### src/rtl/ex_stage_alu.sv
// MIPS execute stage: operand forwarding, ALU, and the EX/MEM pipeline register.
// Results appear one clock after the inputs are presented; the register can stall or take a bubble.
module ex_stage_alu #(
  parameter int unsigned DATA_W     = 32,
  parameter int unsigned REG_ADDR_W = 5
) (
  input  logic                  clk,
  input  logic                  rst,
  input  logic                  inValid,
  input  logic                  inStall,
  input  logic                  inFlush,
  input  logic [3:0]            inALUControl,
  input  logic                  inALUSrc,
  input  logic [DATA_W-1:0]     inReadData1,
  input  logic [DATA_W-1:0]     inReadData2,
  input  logic [DATA_W-1:0]     inImmediate,
  input  logic [1:0]            inForwardA,
  input  logic [1:0]            inForwardB,
  input  logic [DATA_W-1:0]     inFwdMemData,
  input  logic [DATA_W-1:0]     inFwdWbData,
  input  logic [REG_ADDR_W-1:0] inWriteReg,
  input  logic                  inRegWrite,
  input  logic                  inMemToReg,
  input  logic                  inMemRead,
  input  logic                  inMemWrite,
  output logic                  outValid,
  output logic [DATA_W-1:0]     outALUResult,
  output logic                  outZero,
  output logic                  outOverflow,
  output logic [DATA_W-1:0]     outStoreData,
  output logic [REG_ADDR_W-1:0] outWriteReg,
  output logic                  outRegWrite,
  output logic                  outMemToReg,
  output logic                  outMemRead,
  output logic                  outMemWrite
);

  typedef enum logic [3:0] {
    OP_AND = 4'b0000,
    OP_OR  = 4'b0001,
    OP_ADD = 4'b0010,
    OP_SUB = 4'b0110,
    OP_SLT = 4'b0111,
    OP_XOR = 4'b1001
  } alu_op_e;

  localparam int unsigned MSB = DATA_W - 1;

  logic [DATA_W-1:0] op_a;
  logic [DATA_W-1:0] b_fwd;
  logic [DATA_W-1:0] op_b;
  logic [DATA_W-1:0] sum;
  logic [DATA_W-1:0] diff;
  logic [DATA_W-1:0] result;
  logic              overflow;
  logic              add_ovf;
  logic              sub_ovf;

  always_comb begin
    op_a = inReadData1;
    unique case (inForwardA)
      2'b01:   op_a = inFwdWbData;
      2'b10:   op_a = inFwdMemData;
      default: op_a = inReadData1;
    endcase
  end

  always_comb begin
    b_fwd = inReadData2;
    unique case (inForwardB)
      2'b01:   b_fwd = inFwdWbData;
      2'b10:   b_fwd = inFwdMemData;
      default: b_fwd = inReadData2;
    endcase
  end

  assign op_b = inALUSrc ? inImmediate : b_fwd;
  assign sum  = op_a + op_b;
  assign diff = op_a - op_b;

  // Signed overflow: like-signed operands (B effectively inverted for SUB) produce a result of the other sign.
  assign add_ovf = (op_a[MSB] == op_b[MSB]) && (sum[MSB]  != op_a[MSB]);
  assign sub_ovf = (op_a[MSB] != op_b[MSB]) && (diff[MSB] != op_a[MSB]);

  always_comb begin
    result   = sum;
    overflow = 1'b0;
    case (alu_op_e'(inALUControl))
      OP_AND: result = op_a & op_b;
      OP_OR:  result = op_a | op_b;
      OP_XOR: result = op_a ^ op_b;
      OP_SLT: begin
        result    = '0;
        result[0] = ($signed(op_a) < $signed(op_b));
      end
      OP_SUB: begin
        result   = diff;
        overflow = sub_ovf;
      end
      default: begin
        // OP_ADD and every undefined code share the adder, matching the decoder default.
        result   = sum;
        overflow = add_ovf;
      end
    endcase
  end

  always_ff @(posedge clk) begin
    if (rst || inFlush || (!inStall && !inValid)) begin
      outValid     <= 1'b0;
      outALUResult <= '0;
      outZero      <= 1'b0;
      outOverflow  <= 1'b0;
      outStoreData <= '0;
      outWriteReg  <= '0;
      outRegWrite  <= 1'b0;
      outMemToReg  <= 1'b0;
      outMemRead   <= 1'b0;
      outMemWrite  <= 1'b0;
    end else if (!inStall) begin
      outValid     <= 1'b1;
      outALUResult <= result;
      outZero      <= (result == '0);
      outOverflow  <= overflow;
      outStoreData <= b_fwd;
      outWriteReg  <= inWriteReg;
      outRegWrite  <= inRegWrite;
      outMemToReg  <= inMemToReg;
      outMemRead   <= inMemRead;
      outMemWrite  <= inMemWrite;
    end
  end

endmodule

### config.mk
export PLATFORM = sky130hd
export DESIGN_NAME = ex_stage_alu
export DESIGN_NICKNAME = d
export VERILOG_FILES = /design/src/rtl/ex_stage_alu.sv
export SDC_FILE = /design/constraint.sdc
export NUM_CORES = 1
export LEC_CHECK = 0
export ABC_AREA = 1
export CORE_MARGIN = 3
export CORE_UTILIZATION = 55
export CTS_CLUSTER_DIAMETER = 200
export DETAILED_ROUTE_END_ITERATION = 6
export PLACE_DENSITY_LB_ADDON = 0.12
export SETUP_SLACK_MARGIN = 0.5
export SKIP_CTS_REPAIR_TIMING = 1
export SYNTH_ARGS = -nofsm -noshare
export SYNTH_HDL_FRONTEND = slang
export SYNTH_SLANG_ARGS = --single-unit
### constraint.sdc
create_clock -name clk -period 11.6 [get_ports clk]
set_clock_uncertainty 0.2 [all_clocks]
set_input_delay 1.74 -clock clk [delete_from_list [all_inputs] [get_ports clk]]
set_output_delay 1.74 -clock clk [all_outputs]
set_load 0.01 [all_outputs]
; Yosys cells after proc, flatten, opt, wreduce, memory -nomap -nowiden
; Cells that the tools add are included.
[classes]
n_addsub = 2
magnitude_cmp = 1
eq_ne = 12
n_mux = 5
bitwise_logic = 3
n_reduce_logical = 10
[ops]
columns = op, count
row1 = 32-bit one-hot mux with 5 select lines, 1
row2 = 32-bit one-hot mux with 2 select lines, 2
row3 = 32-bit adder, 1
row4 = 32-bit bitwise AND, 1
row5 = 32-bit zero test, 1
row6 = 32-bit < comparator, 1
row7 = 32-bit two-way mux, 1
row8 = 32-bit OR, 1
row9 = 32-bit subtractor, 1
row10 = 32-bit bitwise XOR, 1
row11 = 4-bit by 3-bit equality test with 1-bit output (second input constant), 2
row12 = 2-bit by 1-bit equality test with 1-bit output (second input constant), 2
row13 = 2-bit equality test (second input constant), 2
row14 = 4-bit by 1-bit equality test with 1-bit output (second input constant), 1
row15 = 4-bit equality test (second input constant), 1
row16 = 4-bit zero test, 1
row17 = 4-bit OR reduction, 1
row18 = 1-bit logical AND, 3
row19 = 1-bit inequality test, 3
row20 = 1-bit zero test, 2
row21 = 1-bit logical OR, 2
row22 = 1-bit one-hot mux with 2 select lines, 1
row23 = 1-bit equality test, 1
[word_totals]
reg_bits = 76
input_bits = 183
output_inout_bits = 76
wordCells = 43

; Logic depth before layout (Yosys ltp)
; Gate-level depths: netlist of run 1.
[depth]
ltp_word = 7
ltp_mapped = 27
ltp_nobuf = 24

; Worst setup path before layout of run 1
; OpenSTA, ideal clock, no wires.
[synth_timing]
kind = input to register
startpoint = input inForwardB[0]
endpoint = register outZero
setup_ps = 67
arrival_time_ps = 4661
t_required_ps = 11333
setup_slack_ps = 6671
path_stages = 22
path_buffers = 2
cell_sequence = inv_1 -> ha_1 -> clkbuf_1 -> clkbuf_1 -> a221o_1 -> o21ai_0 -> o21ai_0 -> inv_1 -> fa_1 -> inv_1 -> nand4_1 -> nand2_1 -> nand2_1 -> nand2_1 -> nand4_1 -> a21oi_1 -> nor2_1 -> nor2_1 -> nand2_1 -> nor2_1 -> nand3_1 -> a21oi_2
[synth_between]
elab_chain_len = 6
word_cells_on_any_way = 12
cone_classes = add/sub: 2 / order compare: 1 / eq/ne: 2 / mux: 3 / bitwise: 3 / reduce/logical: 1
[synth_lines]
columns = element, line
row1 = start: declaration, 18  ; input logic [1:0] inForwardB,
row2 = 2-bit equality test or 2-bit by 1-bit equality test with 1-bit output (tied branches), 70  ; unique case (inForwardB)
row3 = 32-bit one-hot mux with 2 select lines (*), 70
row4 = 32-bit two-way mux (*), 77  ; assign op_b = inALUSrc ? inImmediate : b_fwd;
row5 = 32-bit adder (tied with other cells), 78  ; assign sum = op_a + op_b;
row6 = 32-bit one-hot mux with 5 select lines (*), 88  ; case (alu_op_e'(inALUControl))
row7 = 32-bit zero test (*), 123  ; outZero <= (result == '0);
row8 = end signal: assignment, 123
row9 = end: declaration, 28  ; output logic outZero,
; Mark *: on every way between the ends. The rest lies on a longest branch, timed or not.
; A chain may end at the register's enable or synchronous reset.

; Final worst setup path of run 1
[layout_timing]
startpoint = input inForwardA[0]
endpoint = register outZero
[layout_between]
elab_chain_len = 5
word_cells_on_any_way = 11
cone_classes = add/sub: 2 / order compare: 1 / eq/ne: 2 / mux: 2 / bitwise: 3 / reduce/logical: 1
[layout_lines]
columns = element, line
row1 = start: declaration, 17  ; input logic [1:0] inForwardA,
row2 = 2-bit equality test or 2-bit by 1-bit equality test with 1-bit output (tied branches), 61  ; unique case (inForwardA)
row3 = 32-bit one-hot mux with 2 select lines (*), 61
row4 = 32-bit adder (tied with other cells), 78
row5 = 32-bit one-hot mux with 5 select lines (*), 88
row6 = 32-bit zero test (*), 123
; Marked as above.

==> parameters.txt, run 1 <==
Parameter                              Value

Run status
  Result of the run ... finished clean

CTS
  Clk buf depth ... 2
  Clock latency at the later pin of the worst-skew pair ... 0.35 ns
  Total CTS buffers ... 9
  Root buffer selected by CTS ... clkbuf_16
  Sink count of the clock tree ... 76
  Clock tree from TritonCTS ... done
  CTS H-Tree Depth ... 3
  Clock-pin slew on the worst setup and hold paths ... 0.07 ns

Critical path
  Crit path required time ... 11.68 ns
  Largest stage delay on the critical path ... 1.07 ns
  Endpoint type of the worst setup path ... flop
  Startpoint types ... primary input
  Max stage delay cell, worst path ... ha_1
  Critical path, cell by cell ... clkdlybuf4s50_1 > inv_1 > ha_1 > inv_1 > o21ai_0 > inv_1 > ha_1 > nand2_1 > nor2_1 > inv_1 > nor2_1 > nand2_1 > nand2_1 > nand2_1 > nand3_1 > nand3_1 > nor2_1 > nand2_1 > nor2_1 > nand2_1 > nor2_1 > nand3_1 > a21oi_2
  Data arrival at the endpoint of the critical path ... 7.76 ns
  Critical Setup Path Class ... primary input to flop
  Worst path most repeated cell ... nand2_1
  Maximum fanout encountered on the critical timing path ... 33

Power
  Power Density ... 120 nW/µm²
  Maximum resistive drop on vdd ... 0.0888 mV
  Standby leakage power ... 6.33 nW

Finish
  Footprint of the flip-flops and latches ... 1520 µm²
  Final cell count without fillers ... 2191
  Total area of multi-input combinational cells ... 7340 µm²
  Fillers ... 1549
  Final layout net count ... 2240
  Fraction of final layout cells with drive strength greater than 1 ... 3.57%
  Signed area change from the synthesized netlist to the final layout ... 27.8%

STA
  Worst slew slack as a fraction of its limit ... 13.2%
  RSZ-0062 raised after global routing ... false
  Hold Fails Final Rpt ... 0
  Worst slew pin tran ... 1.30 ns
  Final Slew Violations ... 0
  Fmax ... 130 MHz
  Final worst setup slack ... 3.93 ns
  Final number of setup-violating endpoints ... 0
  Hold slack final ... 0.267 ns
  Portion of the clock cycle consumed by the worst path in the final layout ... 66.2%
  Post-route minimum period ... 7.67 ns
  Sum of negative setup slack ... 0 ns

Logic synthesis
  Flip-flop cell with the highest count after synthesis ... dfxtp_1
  Post-synthesis sequential area ratio ... 14.8%
  Number of flip-flops and latches in the synthesized netlist ... 76
  Post-synthesis cell type count ... 39
  Synthesis Warnings ... 0
  Mapped Nets ... 2056
  Synthesized area divided by synthesized cell count ... 5.79 µm²
  Synthesized area ... 10300 µm²
  Synthesized instance count ... 1771
  Post-synth ARST share ... 0%
  Count of flip-flops with a built-in enable after synthesis ... 0

Drt
  1st-pass router iterations ... 7
  Initial drt markers ... 1924
  Post-DR wirelength/cell ... 21.7 µm
  Drt via density ... 6.27
  Number of routed nets with antenna violations ... 0
  Post-detailed-routing wire length ... 47500 µm
  Total DRC errors in the routed layout ... 0
  Total number of vias ... 13700

Die
  Starting utilization of the core area ... 56.5%
  Floorplan row count ... 49
  Area of the placeable core ... 18100 µm²
  Number of top-level pins ... 259
  Die height ... 143 µm
  Die area ... 20300 µm²
  Width of the die ... 143 µm

Min path
  Hold/Removal Path Class ... flop to flop

Placed design
  Final RePlAce weighted congestion ... 1.08
  # placed instances ... 2173
  Setup WS pre-CTS ... 3.93 ns
  Detail Placement HPWL ... 37400 µm
  Port-buffer cells ... 258

Global routing
  Total global-route track usage ... 44.9%
  Wire length of the first global-routing pass ... 70500 µm
  Largest net degree at the start of global routing ... 66
  Vias in the first global route ... 12500
  Initial antenna violation count ... 2
  Global-route congestion overflow total ... 0

Job
  Total of max-cap violations ... 0
per-layer routing:
layer	vias up	global-route usage, %	part of all wire, %	wire (µm)
met5	-	0.239	0	0
met4	0	22.7	6.3	3020
met3	200	11.3	13	6390
met2	1105	68.1	43	20400
met1	6221	59.1	37	17700
li1	6222	-	-	-
Yosys cell counts, drive strengths merged (4+ instances only):
cell | count | share of area (%)
nor2 | 198 | 7.5
nor3 | 14 | 0.78
xor2 | 5 | 0.43
nand3 | 136 | 6.7
buf | 35 | 2.2
ha | 100 | 12
nand3b | 4 | 0.29
clkbuf | 57 | 2.1
nand4 | 15 | 0.91
o21ai | 199 | 9.7
a21oi | 141 | 7.2
o21bai | 10 | 0.77
inv | 259 | 9.5
o211ai | 5 | 0.37
a221oi | 7 | 0.60
nand2 | 414 | 15
dfxtp | 76 | 15
o22ai | 19 | 1.2
a221o | 64 | 6.2
registers in the layout (all words and copies together), names as in the netlist:
register      flops
outMemRead        1
outMemWrite       1
outALUResult     32
outZero           1
outOverflow       1
outStoreData     32
outValid          1
outMemToReg       1
outRegWrite       1
outWriteReg       5
stage by stage:
stage / instance area, µm² / total power [mW] / util, %
finish: 13100 / 1.58 / 72.3
global route: 13100 / 1.65 / 72.3
CTS: 13100 / 1.53 / 72.2
detailed placement: 12800 / 1.18 / 70.3
global placement: 12800 / 1.17 / 70.3
floorplan: 10300 / 0.879 / -
kinds of logic (layout without fill, tap and decap cells):
kind of cell / count (synthesis) / in the layout / synth area share [%]
buffers and inverters: 351 / 540 / 13.8
AND/OR/NAND/NOR: 784 / 784 / 31.7
adder cells (fa/ha/maj): 102 / 102 / 12.6
other: 0 / 2 / 0
flip-flops: 76 / 76 / 14.8
AO/OA/AOI/OAI: 451 / 451 / 26.5
XOR/XNOR: 7 / 7 / 0.597
layout make-up:
type | instances | share of cell area, %
inverters | 259 | 7.42
repair buffers | 265 | 20.1
well taps | 229 | 2.18
clock inverters | 7 | 0.973
multi-input cells | 1344 | 56.0
flip-flops and latches | 76 | 11.6
diodes | 2 | 0.0382
clock buffers | 9 | 1.72
final timing paths:
| check | startpoint | to | slack, ns | depth (start not counted) |
|---|---|---|---|---|
| min | outMemWrite | outMemWrite | 0.27 | 2 |
| min reg2reg | outMemWrite | outMemWrite | 0.27 | 2 |
| max | inForwardA[0] | outZero | 3.93 | 23 |
| max reg2reg | outALUResult[13] | outALUResult[13] | 9.96 | 4 |
critical path, delay by kind of cell:
family,cells,cell delay (ns)
simple gates,14,1.92
compound gates,2,0.84
buf+inv,5,1.59
fa+ha+maj,2,1.64
where the power goes:
group	leakage, nW	internal, mW	switching, mW
sequential	0.619	0.272	0.00721
combinational	5.54	0.310	0.634
clock	0.173	0.215	0.142
total	6.33	0.797	0.783
cell usage in the layout, fill, tap and decap left out, drive strengths merged, types with 7 or more instances in the layout:
master / count
a21oi: 141
a221o: 64
a221oi: 7
buf: 8
clkbuf: 9
clkdlybuf4s50: 257
dfxtp: 76
ha: 100
inv: 262
nand2: 414
nand3: 136
nand4: 15
nor2: 198
nor3: 14
o21ai: 199
o21bai: 10
o22ai: 19
(Power assumes the default switching activity.)
==> run 2: changes to the inputs <==
CORE_UTILIZATION = 51   (was 55)
clock period = 7.9 ns   (was 11.6 ns; I/O delays follow)
==> run 2 against run 1 <==
Net effect:
- the flow now finishes with violations (DRC)
- total power increased by 42%
- sequential cell count did not move
- utilization down 5.1 points
- first-iteration DRC count rose by 0.78%
- setup slack worse by 2.1 ns
- non-clock buffer count rose by 10
- cell count rose by 2.0%
- global-route usage shrank 2.8 points
- critical path type unchanged
- largest cell class unchanged
==> parameters.txt, run 2 (synthesis gave the netlist of run 1 again) <==
Parameter                              Value

Run status
  Result of the run ... finished, violations left
  Violations in the final reports ... DRC

Finish
  Most common cell after layout, fill and taps aside ... nand2_1
  Signed area change from the synthesized netlist to the final layout ... 28.2%
  Core occupancy in the finished layout ... 67.2% (-5.1 points)
  Final layout net count ... 2250 (+0.45%)
  Antenna cell count ... 0 (-2)
  Final cell count without fillers ... 2234 (+2.0%)
  Largest registers ranked by flip-flop count ... outALUResult (32), outStoreData (32), outWriteReg (5)
  Fraction of final layout cells with drive strength greater than 1 ... 3.96% (+0.39 points)
  Fillers ... 1877 (+21%)
  Finished Cell Area ... 13200 µm² (+0.32%)
  Most frequent cells in the layout ... nand2_1 (406), clkdlybuf4s50_1 (257), inv_1 (248)

Die
  Number of top-level pins ... 259 (unchanged)
  Die area ... 21900 µm² (+7.5%)
  Floorplan row count ... 51 (+4.1%)
  Starting utilization of the core area ... 52.4% (-4.2 points)
  Area of the placeable core ... 19600 µm² (+7.9%)
  Width of the die ... 148 µm (+3.7%)
  Die height ... 148 µm (+3.7%)

Min path
  Cell depth of the worst hold path ... 2 (unchanged)
  Hold/Removal Path Class ... flop to flop

Drt
  Initial drt markers ... 1939 (+0.78%)
  Post-DR wirelength/cell ... 21.3 µm (-1.9%)
  Total number of vias ... 13500 (-1.9%)
  Drt via density ... 6.04 (-3.8%)
  Post-detailed-routing wire length ... 47500 µm (about the same)
  Total DRC errors in the routed layout ... 3 (+3)
  Number of routed nets with antenna violations ... 0 (unchanged)
  1st-pass router iterations ... 7 (unchanged)

Critical path
  Critical Setup Path Class ... primary input to flop
  Startpoint types ... primary input
  Largest stage delay on the critical path ... 0.50 ns (-0.57 ns)
  Cell depth of the worst flop-to-flop path ... 2 (-2)
  Maximum fanout encountered on the critical timing path ... 18 (-45%)
  Worst path most repeated cell ... nand2_1
  Crit path required time ... 7.97 ns (-3.71 ns)
  Levels on crit path ... 22 (-4.3%)
  Data arrival at the endpoint of the critical path ... 6.13 ns (-1.63 ns)
  Max stage delay cell, worst path ... clkdlybuf4s50_1
  CP bufs+invs ... 4 (-1)
  Critical path, cell by cell ... clkdlybuf4s50_1 > ha_1 > buf_4 > a221o_1 > o21ai_0 > o21ai_0 > ha_1 > inv_1 > o21bai_1 > a21boi_0 > nand2_1 > a21oi_1 > nand2_1 > nand2_1 > nand3_1 > nand2_1 > inv_1 > nor2_1 > nand2_1 > nor2_1 > nand3_1 > a21oi_2
  Kind of cell adding the most delay to the critical path ... compound AO/OA/AOI/OAI gates
  Endpoint type of the worst setup path ... flop

STA
  Sum of negative setup slack ... 0 ns (unchanged)
  Hold slack final ... 0.269 ns (+0.00221 ns)
  Fmax ... 165 MHz
  Worst slew slack as a fraction of its limit ... 11.0% (-2.2 points)
  Final Slew Violations ... 0 (unchanged)
  Worst slew pin tran ... 1.33 ns (+0.0333 ns)
  RSZ-0062 raised after global routing ... false
  Final worst setup slack ... 1.84 ns (-2.08 ns)
  Final number of setup-violating endpoints ... 0 (unchanged)
  Hold Fails Final Rpt ... 0 (unchanged)
  Portion of the clock cycle consumed by the worst path in the final layout ... 76.7%
  Post-route minimum period ... 6.06 ns

Placed design
  # placed instances ... 2219 (+2.1%)
  Final RePlAce weighted congestion ... 1.16 (+6.5%)
  Port-buffer cells ... 258 (unchanged)
  Cell area after placement ... 12900 µm² (+0.86%)
  Setup WS pre-CTS ... 1.73 ns (-2.20 ns)
  Detail Placement HPWL ... 38600 µm (+3.1%)

Global routing
  Initial antenna violation count ... 0 (-2)
  Largest net degree at the start of global routing ... 67 (+1.5%)
  Vias in the first global route ... 12700 (+1.5%)
  Global-route congestion overflow total ... 0 (unchanged)
  Total global-route track usage ... 42.1% (-2.8 points)
  Wire length of the first global-routing pass ... 71800 µm (+1.9%)

Job
  Total of max-cap violations ... 0 (unchanged)

Power
  Final Total Pwr ... 2.24 mW (+42%)
  Power Density ... 170 nW/µm² (+41%)
  Standby leakage power ... 6.35 nW (+0.27%)
  Maximum resistive drop on vdd ... 0.108 mV (+21%)

CTS
  CTS H-Tree Depth ... 3 (unchanged)
  Sink count of the clock tree ... 76 (unchanged)
  Root buffer selected by CTS ... clkbuf_16
  Clk buf depth ... 2 (unchanged)
  Clock latency at the later pin of the worst-skew pair ... 0.35 ns (about the same)
  Total CTS buffers ... 9 (unchanged)
  Clock tree from TritonCTS ... done
  Clock-pin slew on the worst setup and hold paths ... 0.07 ns (about the same)
[run 2: power by group]
part | internal [mW] | switching (mW)
Clock | 0.244 | 0.185
Combinational | 0.460 | 0.940
Sequential | 0.400 | 0.0103
[run 2: routing by layer]
metal	share of wire, %	wire (µm)	up-vias	track usage (%)
met4	5.5	2600	0	18.7
met5	0	0	-	0
li1	-	-	6228	-
met1	39	18500	6061	56.8
met2	43	20500	1013	64.9
met3	12	5920	183	9.04
[run 2: worst paths after layout]
path | slack (ns) | startpoint | to
setup / recovery | 1.84 | inForwardB[1] | outZero
hold / removal | 0.27 | outWriteReg[0] | outWriteReg[0]
setup reg to reg | 6.79 | outALUResult[16] | outALUResult[16]
hold reg to reg | 0.27 | outWriteReg[0] | outWriteReg[0]
[run 2: layout make-up]
class                           instances  area (µm²)  area share (%)
Multi-Input combinational cell       1344        7330            55.7
Timing Repair Buffer                  275        2710            20.6
Sequential cell                        76        1520            11.6
Inverter                              259         973            7.40
Tap cell                              265         332            2.52
Clock buffer                            9         225            1.71
Clock inverter                          6        65.1           0.495
[run 2: worst register-to-register path, cell delays in order (launching register included)]
cell and delay (ns):
dfxtp_1 0.34, o21ai_0 0.29, a21oi_1 0.12
